**src/rtl/rv32_mem_pkg.sv**
```systemverilog
// Shared definitions for the RV32 data-memory controller.
//   MEM_*            RV32 load/store funct3 encodings.
//   mem_ctrl_state_t controller FSM state.
//   mem_funct3_legal true when funct3 names a legal access for the given direction.
package rv32_mem_pkg;

  localparam logic [2:0] MEM_B  = 3'b000;
  localparam logic [2:0] MEM_H  = 3'b001;
  localparam logic [2:0] MEM_W  = 3'b010;
  localparam logic [2:0] MEM_BU = 3'b100;
  localparam logic [2:0] MEM_HU = 3'b101;

  typedef enum logic [3:0] {
    StIdle,
    StRdLo,
    StRdHi,
    StRdLast,
    StWrLo,
    StWrHi,
    StRmwRd,
    StRmwWr,
    StResp
  } mem_ctrl_state_t;

  function automatic logic mem_funct3_legal(input logic we, input logic [2:0] funct3);
    logic legal;
    if (we) begin
      legal = (funct3 == MEM_B) || (funct3 == MEM_H) || (funct3 == MEM_W);
    end else begin
      legal = (funct3 == MEM_B) || (funct3 == MEM_H) || (funct3 == MEM_W) ||
              (funct3 == MEM_BU) || (funct3 == MEM_HU);
    end
    return legal;
  endfunction

endpackage

```
**src/rtl/rv32_load_align.sv**
```systemverilog
// Load result formatter (combinational).
//   funct3  in  3   load type
//   lane    in  1   byte lane within the low halfword (byte address bit 0)
//   lo      in  16  halfword at h
//   hi      in  16  halfword at h+1 (used by LW only)
//   result  out 32  aligned, sign/zero-extended load value
module rv32_load_align
  import rv32_mem_pkg::*;
(
  input  logic [2:0]  funct3,
  input  logic        lane,
  input  logic [15:0] lo,
  input  logic [15:0] hi,
  output logic [31:0] result
);

  logic [7:0] byte_sel;

  always_comb begin
    byte_sel = lane ? lo[15:8] : lo[7:0];
    result   = '0;
    case (funct3)
      MEM_B:   result = {{24{byte_sel[7]}}, byte_sel};
      MEM_BU:  result = {24'h0, byte_sel};
      MEM_H:   result = {{16{lo[15]}}, lo};
      MEM_HU:  result = {16'h0, lo};
      MEM_W:   result = {hi, lo};
      default: result = '0;
    endcase
  end

endmodule

```
**src/rtl/rv32_bram_mem_ctrl.sv**
```systemverilog
// Data-memory controller between the core load/store FSM and a 16-bit BRAM.
// Splits each RV32 load/store into halfword BRAM accesses: words take two halfwords,
// byte stores do a read-modify-write, loads are aligned and extended.
//   clk, reset                      single clock, synchronous active-high reset
//   req_valid/req_ready             request handshake (ready only when idle)
//   req_we/req_funct3/req_addr/req_wdata  request fields, registered at accept
//   resp_valid/resp_ready           response handshake, response held until accepted
//   resp_rdata/resp_err             load result (0 for stores/errors), error flag
//   bram_wen/bram_waddr/bram_wdata  BRAM write port
//   bram_ren/bram_raddr/bram_rdata  BRAM read port, rdata valid the cycle after ren
module rv32_bram_mem_ctrl #(
  parameter int unsigned WORD_SIZE = 16,
  parameter int unsigned ADDR_SIZE = 8
) (
  input  logic                 clk,
  input  logic                 reset,
  input  logic                 req_valid,
  output logic                 req_ready,
  input  logic                 req_we,
  input  logic [2:0]           req_funct3,
  input  logic [31:0]          req_addr,
  input  logic [31:0]          req_wdata,
  output logic                 resp_valid,
  input  logic                 resp_ready,
  output logic [31:0]          resp_rdata,
  output logic                 resp_err,
  output logic                 bram_wen,
  output logic [ADDR_SIZE-1:0] bram_waddr,
  output logic [15:0]          bram_wdata,
  output logic                 bram_ren,
  output logic [ADDR_SIZE-1:0] bram_raddr,
  input  logic [15:0]          bram_rdata
);

  import rv32_mem_pkg::*;

  if (WORD_SIZE != 16) begin : g_word_size_check
    $error("rv32_bram_mem_ctrl: WORD_SIZE must be 16");
  end

  mem_ctrl_state_t      state_q, state_d;
  logic [ADDR_SIZE-1:0] h_q, h_d, h_next;
  logic                 lane_q, lane_d;
  logic [2:0]           funct3_q, funct3_d;
  logic                 we_q, we_d;
  logic [31:0]          wdata_q, wdata_d;
  logic [15:0]          lo_q, lo_d, hi_q, hi_d;
  logic                 err_q, err_d;

  logic                 misalign;
  logic                 req_err;
  logic [31:0]          load_result;

  // Word accesses are aligned, so h+1 never wraps for a legal request.
  assign h_next = h_q + {{(ADDR_SIZE-1){1'b0}}, 1'b1};

  always_comb begin
    misalign = 1'b0;
    case (req_funct3[1:0])
      2'b01:   misalign = req_addr[0];
      2'b10:   misalign = |req_addr[1:0];
      default: misalign = 1'b0;
    endcase
    req_err = !mem_funct3_legal(req_we, req_funct3) || misalign ||
              (req_addr[31:ADDR_SIZE+1] != '0);
  end

  always_comb begin
    state_d  = state_q;
    h_d      = h_q;
    lane_d   = lane_q;
    funct3_d = funct3_q;
    we_d     = we_q;
    wdata_d  = wdata_q;
    lo_d     = lo_q;
    hi_d     = hi_q;
    err_d    = err_q;
    unique case (state_q)
      StIdle: begin
        if (req_valid) begin
          h_d      = req_addr[ADDR_SIZE:1];
          lane_d   = req_addr[0];
          funct3_d = req_funct3;
          we_d     = req_we;
          wdata_d  = req_wdata;
          err_d    = req_err;
          if (req_err) begin
            state_d = StResp;
          end else if (!req_we) begin
            state_d = StRdLo;
          end else if (req_funct3 == MEM_B) begin
            state_d = StRmwRd;
          end else begin
            state_d = StWrLo;
          end
        end
      end
      StRdLo:   state_d = (funct3_q == MEM_W) ? StRdHi : StRdLast;
      StRdHi: begin
        lo_d    = bram_rdata;
        state_d = StRdLast;
      end
      StRdLast: begin
        if (funct3_q == MEM_W) begin
          hi_d = bram_rdata;
        end else begin
          lo_d = bram_rdata;
        end
        state_d = StResp;
      end
      StWrLo:   state_d = (funct3_q == MEM_W) ? StWrHi : StResp;
      StWrHi:   state_d = StResp;
      StRmwRd:  state_d = StRmwWr;
      StRmwWr:  state_d = StResp;
      StResp: begin
        if (resp_ready) begin
          state_d = StIdle;
        end
      end
      default:  state_d = StIdle;
    endcase
  end

  // BRAM port decode from registered state. Reset blocks the access of the current cycle so
  // an interrupted split store leaves the second halfword untouched.
  always_comb begin
    bram_wen   = 1'b0;
    bram_waddr = '0;
    bram_wdata = '0;
    bram_ren   = 1'b0;
    bram_raddr = '0;
    if (!reset) begin
      case (state_q)
        StRdLo, StRmwRd: begin
          bram_ren   = 1'b1;
          bram_raddr = h_q;
        end
        StRdHi: begin
          bram_ren   = 1'b1;
          bram_raddr = h_next;
        end
        StWrLo: begin
          bram_wen   = 1'b1;
          bram_waddr = h_q;
          bram_wdata = wdata_q[15:0];
        end
        StWrHi: begin
          bram_wen   = 1'b1;
          bram_waddr = h_next;
          bram_wdata = wdata_q[31:16];
        end
        StRmwWr: begin
          bram_wen   = 1'b1;
          bram_waddr = h_q;
          bram_wdata = lane_q ? {wdata_q[7:0], bram_rdata[7:0]}
                              : {bram_rdata[15:8], wdata_q[7:0]};
        end
        default: ;
      endcase
    end
  end

  rv32_load_align u_load_align (
    .funct3 (funct3_q),
    .lane   (lane_q),
    .lo     (lo_q),
    .hi     (hi_q),
    .result (load_result)
  );

  always_comb begin
    req_ready  = (state_q == StIdle);
    resp_valid = (state_q == StResp);
    resp_err   = resp_valid && err_q;
    resp_rdata = (resp_valid && !err_q && !we_q) ? load_result : '0;
  end

  always_ff @(posedge clk) begin
    if (reset) begin
      state_q  <= StIdle;
      h_q      <= '0;
      lane_q   <= 1'b0;
      funct3_q <= '0;
      we_q     <= 1'b0;
      wdata_q  <= '0;
      lo_q     <= '0;
      hi_q     <= '0;
      err_q    <= 1'b0;
    end else begin
      state_q  <= state_d;
      h_q      <= h_d;
      lane_q   <= lane_d;
      funct3_q <= funct3_d;
      we_q     <= we_d;
      wdata_q  <= wdata_d;
      lo_q     <= lo_d;
      hi_q     <= hi_d;
      err_q    <= err_d;
    end
  end

endmodule

```
**config.mk**
```make
export PLATFORM = sky130hd
export DESIGN_NAME = rv32_bram_mem_ctrl
export DESIGN_NICKNAME = d
export VERILOG_FILES = /design/src/rtl/rv32_mem_pkg.sv /design/src/rtl/rv32_load_align.sv /design/src/rtl/rv32_bram_mem_ctrl.sv
export SDC_FILE = /design/constraint.sdc
export NUM_CORES = 1
export LEC_CHECK = 0
export ABC_AREA = 1
export CELL_PAD_IN_SITES_DETAIL_PLACEMENT = 2
export CELL_PAD_IN_SITES_GLOBAL_PLACEMENT = 2
export CORE_MARGIN = 8
export CORE_UTILIZATION = 24
export CTS_CLUSTER_DIAMETER = 30
export DETAILED_ROUTE_END_ITERATION = 10
export GPL_ROUTABILITY_DRIVEN = 0
export GPL_TIMING_DRIVEN = 1
export HOLD_SLACK_MARGIN = 0.1
export PLACE_DENSITY_LB_ADDON = 0.05
export SLEW_MARGIN = 40
export SYNTH_ARGS = -nofsm -noshare
export SYNTH_HDL_FRONTEND = slang
export SYNTH_SLANG_ARGS = --single-unit
```
**constraint.sdc**
```tcl
create_clock -name clk -period 2 [get_ports clk]
set_input_delay 0.4 -clock clk [delete_from_list [all_inputs] [get_ports clk]]
set_output_delay 0.4 -clock clk [all_outputs]
set_load 0.02 [all_outputs]
```
==> impl_metrics.ini, run 1 <==
[final_layout]
final_nets = 1081
drive_gt1_frac = 0.402
utilization = 0.464
stdcell_count = 1259
final_area_um2 = 9020
nFillCells = 2135
synthToLayoutAreaGrowth_pct = 89.0
diodes = 0

[timing]
setup_viol = 66
whs_ns = 0.463
hold_violations = 0
worstMarginPinSlew_ns = 0.490
finalCriticalPeriod_ns = 2.30
relSlewSlack = 0.670
timing.fmax_mhz = 435
rsz0062_at_grt = true
layout_setup_ws_ns = -0.301
finalCritPeriodShare = 1.15
fin_skew_ns = 0.00434
slew_viol_final = 0

[placed_design]
port_buffers = 156
dp_worst_setup_slack_ns = -0.508
placed_cells = 1191
dp_hpwl_um = 17400
dpl_cell_area_um2 = 7220

[synthesis]
synth.top_cells.by_area = dfxtp_1 (34%), o21ai_0 (10%), nand2_1 (9.0%)
yosysMostFrequentCell = nand2_1
synth_warnings = 0
synth-main-ff-cell = dfxtp_1
synthesis.nets = 809
synth_cells = 717
ys_seq_area_frac = 0.344
synth_common_cells = nand2_1 (115), o21ai_0 (98), nor2_1 (95)
synthArstFlopShare = 0
ys_ff_latch = 82
synth_top_cell_by_area = dfxtp_1
ys_types = 38
synth_top_area_share = 0.344
postSynthAreaPerCell_um2 = 6.66
synth_area_um2 = 4770
synth_edf_count = 0

[die]
core_area_um2 = 19500
die_h_um = 157
rows = 51
fp.dieW_um = 157
ios = 157
initial_core_util = 0.245
die-area_um2 = 24700

[cts]
root_buffer = clkbuf_16
cts_sinks = 82
clk_pin_slew_ns = 0.06
insertion_delay_ns = 0.35
htreeDepth = 3
numCtsBuffers = 9
tritoncts = yes
cts_buffer_depth = 2

[detailed_routing]
wire_per_inst_um = 21.9
firstDrtPassIters = 4
vias = 6146
vias_per_cell = 4.88
drt_iter0_markers = 152
wirelength_um = 27500
ant_nets = 0
drc_errors = 0

[setup_path]
worstSetupEndpointType = primary output
slowest_delay_ns = 0.34
required_ns = 1.60
cp_common_cell = buf_6
cp.depth = 10
path_max_fanout = 5
worst-setup-path-type = flip-flop to primary output
path_cells = inv_4 > buf_6 > nor2_4 > buf_6 > a21oi_4 > inv_4 > buf_6 > a22oi_2 > nor2_1 > buf_4
worst-path-buf-inv = 6
critPathLaunchType = flip-flop
crit_path_top_delay_cell = dfxtp_2
rr_worst_depth = 11
critPathArrivalTime_ns = 1.90
critPathTopFamily = buffers and inverters

[global_routing]
antenna_found_initial = 0
grt_start_max_net_pins = 41
grt_util_all_layers = 0.200
grt_first_pass_wirelength_um = 38400
grt-ovfl-total = 0
grt_pass1_vias = 6872

[status]
failed_checks = negative setup slack
status = finished with violations

[power]
peakVddDrop_v = 0.000395
p_leak_uw = 0.00370
cellPowerDensity_nw_per_um2 = 559

[run]
cap_violations = 0

[min_path]
min_path_type = flip-flop to flip-flop
holdPathStages = 2
## worst min-delay path, delay by kind of cell (launching register included)
family / cells / cell delay [ns]
AOI/OAI and AO/OA: 1 / 0.06
buffers and inverters: 1 / 0.06
DFF: 1 / 0.30
## final cells by class
type | count | area (µm²) | area share
clock buffer | 11 | 243 | 0.0269
clock inverter | 5 | 77.6 | 0.00860
inverter | 103 | 430 | 0.0477
multi-input combinational | 490 | 3330 | 0.369
sequential | 82 | 1670 | 0.185
tap | 265 | 332 | 0.0368
timing repair buffer | 303 | 2950 | 0.326
## cells by family after synthesis
family | share of synthesized area
fa+ha+maj | 0.0105
flops | 0.344
simple gates | 0.225
compound gates | 0.283
xor+xnor | 0.00551
buf+inv | 0.132
## through the flow
stage          total power [µW]  TNS (ns)
4_1_cts                    4870    -10.50
5_1_grt                    5250    -16.53
3_5_place_dp               2880    -22.19
2_1_floorplan              2320         0
6_report                   5050    -12.90
3_3_place_gp               2830    -19.44
## report_power, final
part | internal (µW) | total (µW) | switching (µW)
Combinational | 597 | 1390 | 796
Sequential | 1740 | 1810 | 64.9
Clock | 1120 | 1840 | 720
## registers in the layout (all words and copies together), names as in the netlist
name / flops
lo_q: 16
state_q: 4
we_q: 1
h_q: 8
wdata_q: 32
funct3_q: 3
lane_q: 1
hi_q: 16
err_q: 1
## cell usage in the layout (no fill, tap or decap), types with 8 or more instances in the layout
cell type	Yosys	final
dfxtp_1	82	71
a31oi_4	0	13
nor2_4	4	10
inv_1	87	69
inv_2	14	21
nor2_1	95	83
nor2_2	2	8
nand2_2	5	15
nand3_1	17	12
buf_6	7	72
o21ai_0	98	93
clkdlybuf4s50_1	0	87
nand2_1	115	93
nand2_4	2	13
clkbuf_16	0	12
a21oi_1	73	60
a21oi_4	1	8
inv_4	0	8
buf_4	5	125
o221ai_2	0	11
## worst paths after layout
check               from            end  slack [ns]
max           state_q[0]  bram_raddr[1]       -0.30
min          wdata_q[13]    wdata_q[13]        0.46
max reg2reg   state_q[0]        lo_q[0]       -0.01
min reg2reg  wdata_q[13]    wdata_q[13]        0.46
## routing by layer
metal,vias up,track usage,part of all wire
met3,37,0.0326,0.033
met1,3073,0.223,0.41
li1,2918,-,-
met2,118,0.380,0.53
met5,-,0,0
met4,0,0.0612,0.020
## what timing repair did
| action | CTS | global route |
|---|---|---|
| gates cloned | 3 | 3 |
| hold buffers | 0 | 0 |
| gates resized for setup | 501 | 138 |
| setup buffers | 30 | 20 |
| setup endpoints to repair | 69 | 75 |
| pin swaps | 31 | 32 |
(Power assumes the default switching activity.)
==> run 2, diff against run 1 <==
Settings changed: GPL_TIMING_DRIVEN 1 to 0.
==> impl_metrics.ini, run 2 (synthesized netlist as in run 1, its figures left out) <==
[final_layout]
drive_gt1_frac = 0.320
stdcell_count = 1204
utilization = 0.414
synthToLayoutAreaGrowth_pct = 68.9
final_nets = 1025
nFillCells = 2241
layout_commonest_cell = nand2_1
regMostFlops = wdata_q
layout_common_cells = nand2_1 (97), o21ai_0 (92), nor2_1 (90)
reg_top3 = wdata_q x32, hi_q x16, lo_q x16
largest_reg_flops = 32

[power]
cellPowerDensity_nw_per_um2 = 597
pwr-share-seq = 0.374
finalPower_uw = 4810
pwr-share-comb = 0.242
clkPwrFrac = 0.384
power.internal_uw = 3300
peakVddDrop_v = 0.000432
p_switching_uw = 1510
p_leak_uw = 0.00329
switching_share = 0.314

[status]
status = finished with violations
failed_checks = negative setup slack

[min_path]
min_path_type = flip-flop to flip-flop

[run]
cap_violations = 0

[placed_design]
port_buffers = 156
dp_worst_setup_slack_ns = -1.31
placed_cells = 1138
dp_hpwl_um = 18300

[die]
initial_core_util = 0.245
core_area_um2 = 19500
rows = 51
fp.dieW_um = 157
die-area_um2 = 24700
die_h_um = 157
ios = 157

[cts]
numCtsBuffers = 9
clk_pin_slew_ns = 0.07
root_buffer = clkbuf_16
tritoncts = yes
cts_sinks = 82
insertion_delay_ns = 0.34
ctsHoldBuffers = 0
cts_buffer_depth = 2
htreeDepth = 3

[timing]
fin_skew_ns = 0.00935
relSlewSlack = 0.478
layout_setup_ws_ns = -0.351
whs_ns = 0.465
finalCritPeriodShare = 1.18
slew_viol_final = 0
timing.fmax_mhz = 425
worstMarginPinSlew_ns = 0.783
rsz0062_at_grt = true
hold_violations = 0
setup_viol = 66
finalCriticalPeriod_ns = 2.35

[detailed_routing]
wirelength_um = 25100
vias = 5880
drt_iter0_markers = 193
vias_per_cell = 4.88
ant_nets = 0
wire_per_inst_um = 20.8
firstDrtPassIters = 4
drc_errors = 0

[global_routing]
grt_first_pass_wirelength_um = 37400
grt_start_max_net_pins = 16
grt-ovfl-total = 0
grt_pass1_vias = 6641
antenna_found_initial = 0
grt_util_all_layers = 0.196

[setup_path]
required_ns = 1.60
critPathLaunchType = flip-flop
path_max_fanout = 10
critPathArrivalTime_ns = 1.95
worst-setup-path-type = flip-flop to primary output
worstSetupEndpointType = primary output
## run 2: cell types whose count changed in the layout (fill, tap and decap cells not counted), moves of 7 or more
cell and change:
a31oi_1 +15, a31oi_4 -13, buf_4 -48, buf_6 -22, clkbuf_1 +7, nor2_1 +7
## run 2: per-stage QoR
stage          TNS (ns)  area, µm²
2_1_floorplan         0       4770
3_3_place_gp     -55.46       6670
3_5_place_dp     -62.23       6670
4_1_cts          -12.43       7730
5_1_grt          -23.31       8060
6_report         -16.81       8060
## run 2: path summary, 6_finish.rpt
check                   start            end  slack (ns)  cells after the start
setup / recovery   state_q[3]  resp_rdata[5]       -0.35                      7
hold / removal    wdata_q[26]    wdata_q[26]        0.47                      2
setup reg to reg   state_q[3]       lo_q[11]        0.16                     10
hold reg to reg   wdata_q[26]    wdata_q[26]        0.47                      2
## run 2: layout make-up
class,instances,area (µm²),area share
multi-input combinational,490,3040,0.378
timing repair buffer,205,1910,0.237
sequential,82,1670,0.207
inverter,103,417,0.0517
buffer,42,367,0.0455
tap,265,332,0.0411
clock buffer,9,225,0.0279
clock inverter,7,98.8,0.0123
antenna,1,2.50,0.000310
## run 2: routing by layer
metal	up-vias	track usage	routed length (µm)	part of all wire
met3	30	0.0310	866	0.035
met4	0	0.0666	475	0.019
met1	2905	0.221	10300	0.41
met5	-	0	0	0
met2	129	0.365	13400	0.53
li1	2816	-	-	-
## run 2: critical path: stages, from the launching register on
cell and delay [ns]:
dfxtp_2 0.36, inv_2 0.07, buf_6 0.14, nor3_4 0.23, nand4_4 0.19, buf_6 0.20
a221oi_2 0.21, buf_4 0.19
## run 2: power by group through the flow
| stage | clock network (µW) | logic (µW) | registers, µW |
|---|---|---|---|
| floorplan | 0 | 503 | 1810 |
| global route | 1960 | 1270 | 1810 |
| detailed placement | 0 | 940 | 1830 |
| global placement | 0 | 891 | 1820 |
| finish | 1850 | 1160 | 1800 |
| CTS | 1900 | 1110 | 1800 |
## run 2: repair_timing
action                                  CTS  global route
pin swaps                                35            29
endpoints found under the setup margin   85            71
gates resized for setup                 518            76
gates cloned                              1             0
hold endpoints to repair                  0             0
setup buffers                            36            12
==> run 3, diff against run 2 <==
Clock period 2 ns to 2.7 ns, I/O delays scaled along.
==> impl_metrics.ini, run 3 (synthesized netlist as in run 1, its figures left out) <==
[min_path]
min_to = wdata_q[14]
min_path_type = flip-flop to flip-flop
hold_start = wdata_q[14]
holdPathStages = 2

[timing]
timing.fmax_mhz = 383
hold_violations = 0
finalCritPeriodShare = 0.967
setup_tns_ns = 0
whs_ns = 0.462
setup_viol = 0
layout_setup_ws_ns = 0.0887
relSlewSlack = 0.677
fin_skew_ns = 0.00851
finalCriticalPeriod_ns = 2.61
worstMarginPinSlew_ns = 0.484
slew_viol_final = 0
rsz0062_at_grt = true

[cts]
tritoncts = yes
numCtsBuffers = 9
root_buffer = clkbuf_16
htreeDepth = 3
cts_buffer_depth = 2
ctsHoldBuffers = 0
cts_sinks = 82
clk_pin_slew_ns = 0.07
insertion_delay_ns = 0.34

[detailed_routing]
wl_met3_um = 945
dr_wl_met2_um = 11600
wl_met1_um = 9570
wire_per_inst_um = 19.4
ant_nets = 0
top_layer = met4
drc_errors = 0
wirelength_um = 22500
drt_iter0_markers = 206
vias_per_cell = 4.84
vias = 5629
firstDrtPassIters = 6

[setup_path]
critPathLaunchType = flip-flop
required_ns = 2.16
path_max_fanout = 7
worstSetupEndpointType = primary output
critPathArrivalTime_ns = 2.07
reg2reg_slack_ns = 0.96
worst-setup-path-type = flip-flop to primary output
rr_worst_depth = 9
reg2reg_to = state_q[0]
r2r-start = funct3_q[0]

[placed_design]
port_buffers = 156
dp_hpwl_um = 18300
dpl_cell_area_um2 = 6670
dp_worst_setup_slack_ns = -0.886

[final_layout]
largest_reg_flops = 32
layout_commonest_cell = nand2_1
synthToLayoutAreaGrowth_pct = 47.2
final_area_um2 = 7020
regMostFlops = wdata_q
layout_common_cells = nand2_1 (114), o21ai_0 (97), nor2_1 (93)
final_nets = 984
utilization = 0.361
reg_top3 = wdata_q x32, hi_q x16, lo_q x16
diodes = 0
nFillCells = 2336
drive_gt1_frac = 0.161

[global_routing]
grt_util_all_layers = 0.178
grt_start_max_net_pins = 16
grt_first_pass_wirelength_um = 34200
antenna_found_initial = 0
grt-ovfl-total = 0
grt_pass1_vias = 6275

[die]
die_h_um = 157
initial_core_util = 0.245
core_area_um2 = 19500
ios = 157
die-area_um2 = 24700
rows = 51
fp.dieW_um = 157

[run]
cap_violations = 0

[power]
p_leak_uw = 0.00289
peakVddDrop_v = 0.000328
cellPowerDensity_nw_per_um2 = 486

[status]
status = completed
run 3: changes by cell type in the layout (fill, tap and decap cells not counted), moves of 13 or more:
cell / change
buf_4: -59
buf_6: -42
nand2_1: +17
clkbuf_2: +16
o221ai_1: +14
o221ai_2: -14
clkdlybuf4s15_2: +13
inv_1: +13
run 3: area by class of cell:
type	count	area, µm²	share of cell area
inverters	103	390	0.0556
repair buffers	165	1510	0.215
plain buffers	41	273	0.0388
clock buffers	9	225	0.0321
well taps	265	332	0.0472
multi-input cells	490	2550	0.363
flip-flops and latches	82	1640	0.234
clock inverters	7	98.8	0.0141
run 3: worst max-delay path, cell delays in order (launching register included):
cell,delay (ns)
dfxtp_1,0.35
inv_2,0.12
nand2_2,0.11
inv_2,0.08
nand2_2,0.08
nor2_4,0.13
buf_6,0.15
o211ai_1,0.15
o221ai_1,0.11
nand2_1,0.07
inv_1,0.06
clkdlybuf4s15_1,0.30
run 3: power by group:
group	internal, µW	total (µW)	switching [µW]
clock	819	1370	555
combinational	276	711	435
sequential	1290	1330	41.4
run 3: worst max path at each step:
stage	end	startpoint	cells after the start	slack (ns)
global route	bram_wdata[3]	state_q[3]	12	-0.05
CTS	resp_rdata[9]	funct3_q[0]	8	-0.01
floorplan	resp_rdata[16]	state_q[1]	6	0.59
detailed placement	bram_wdata[1]	reset	7	-0.89
finish	bram_wdata[11]	state_q[3]	11	0.09
global placement	bram_wdata[2]	reset	7	-0.83
run 3: routing by layer:
layer,up-vias,GRT usage
met5,-,0
met4,0,0.0607
met3,26,0.0285
met2,122,0.330
met1,2747,0.203
li1,2734,-
run 3: repair_timing:
item,CTS,global route
gates resized for setup,160,68
setup endpoints to repair,66,58
pin swaps,2,3
setup buffers,4,5
run 3: metrics by stage:
stage	total power (µW)	std cells
global placement	2010	1138
CTS	3450	1158
global route	3570	1162
detailed placement	2050	1138
finish	3420	1162
floorplan	1710	717
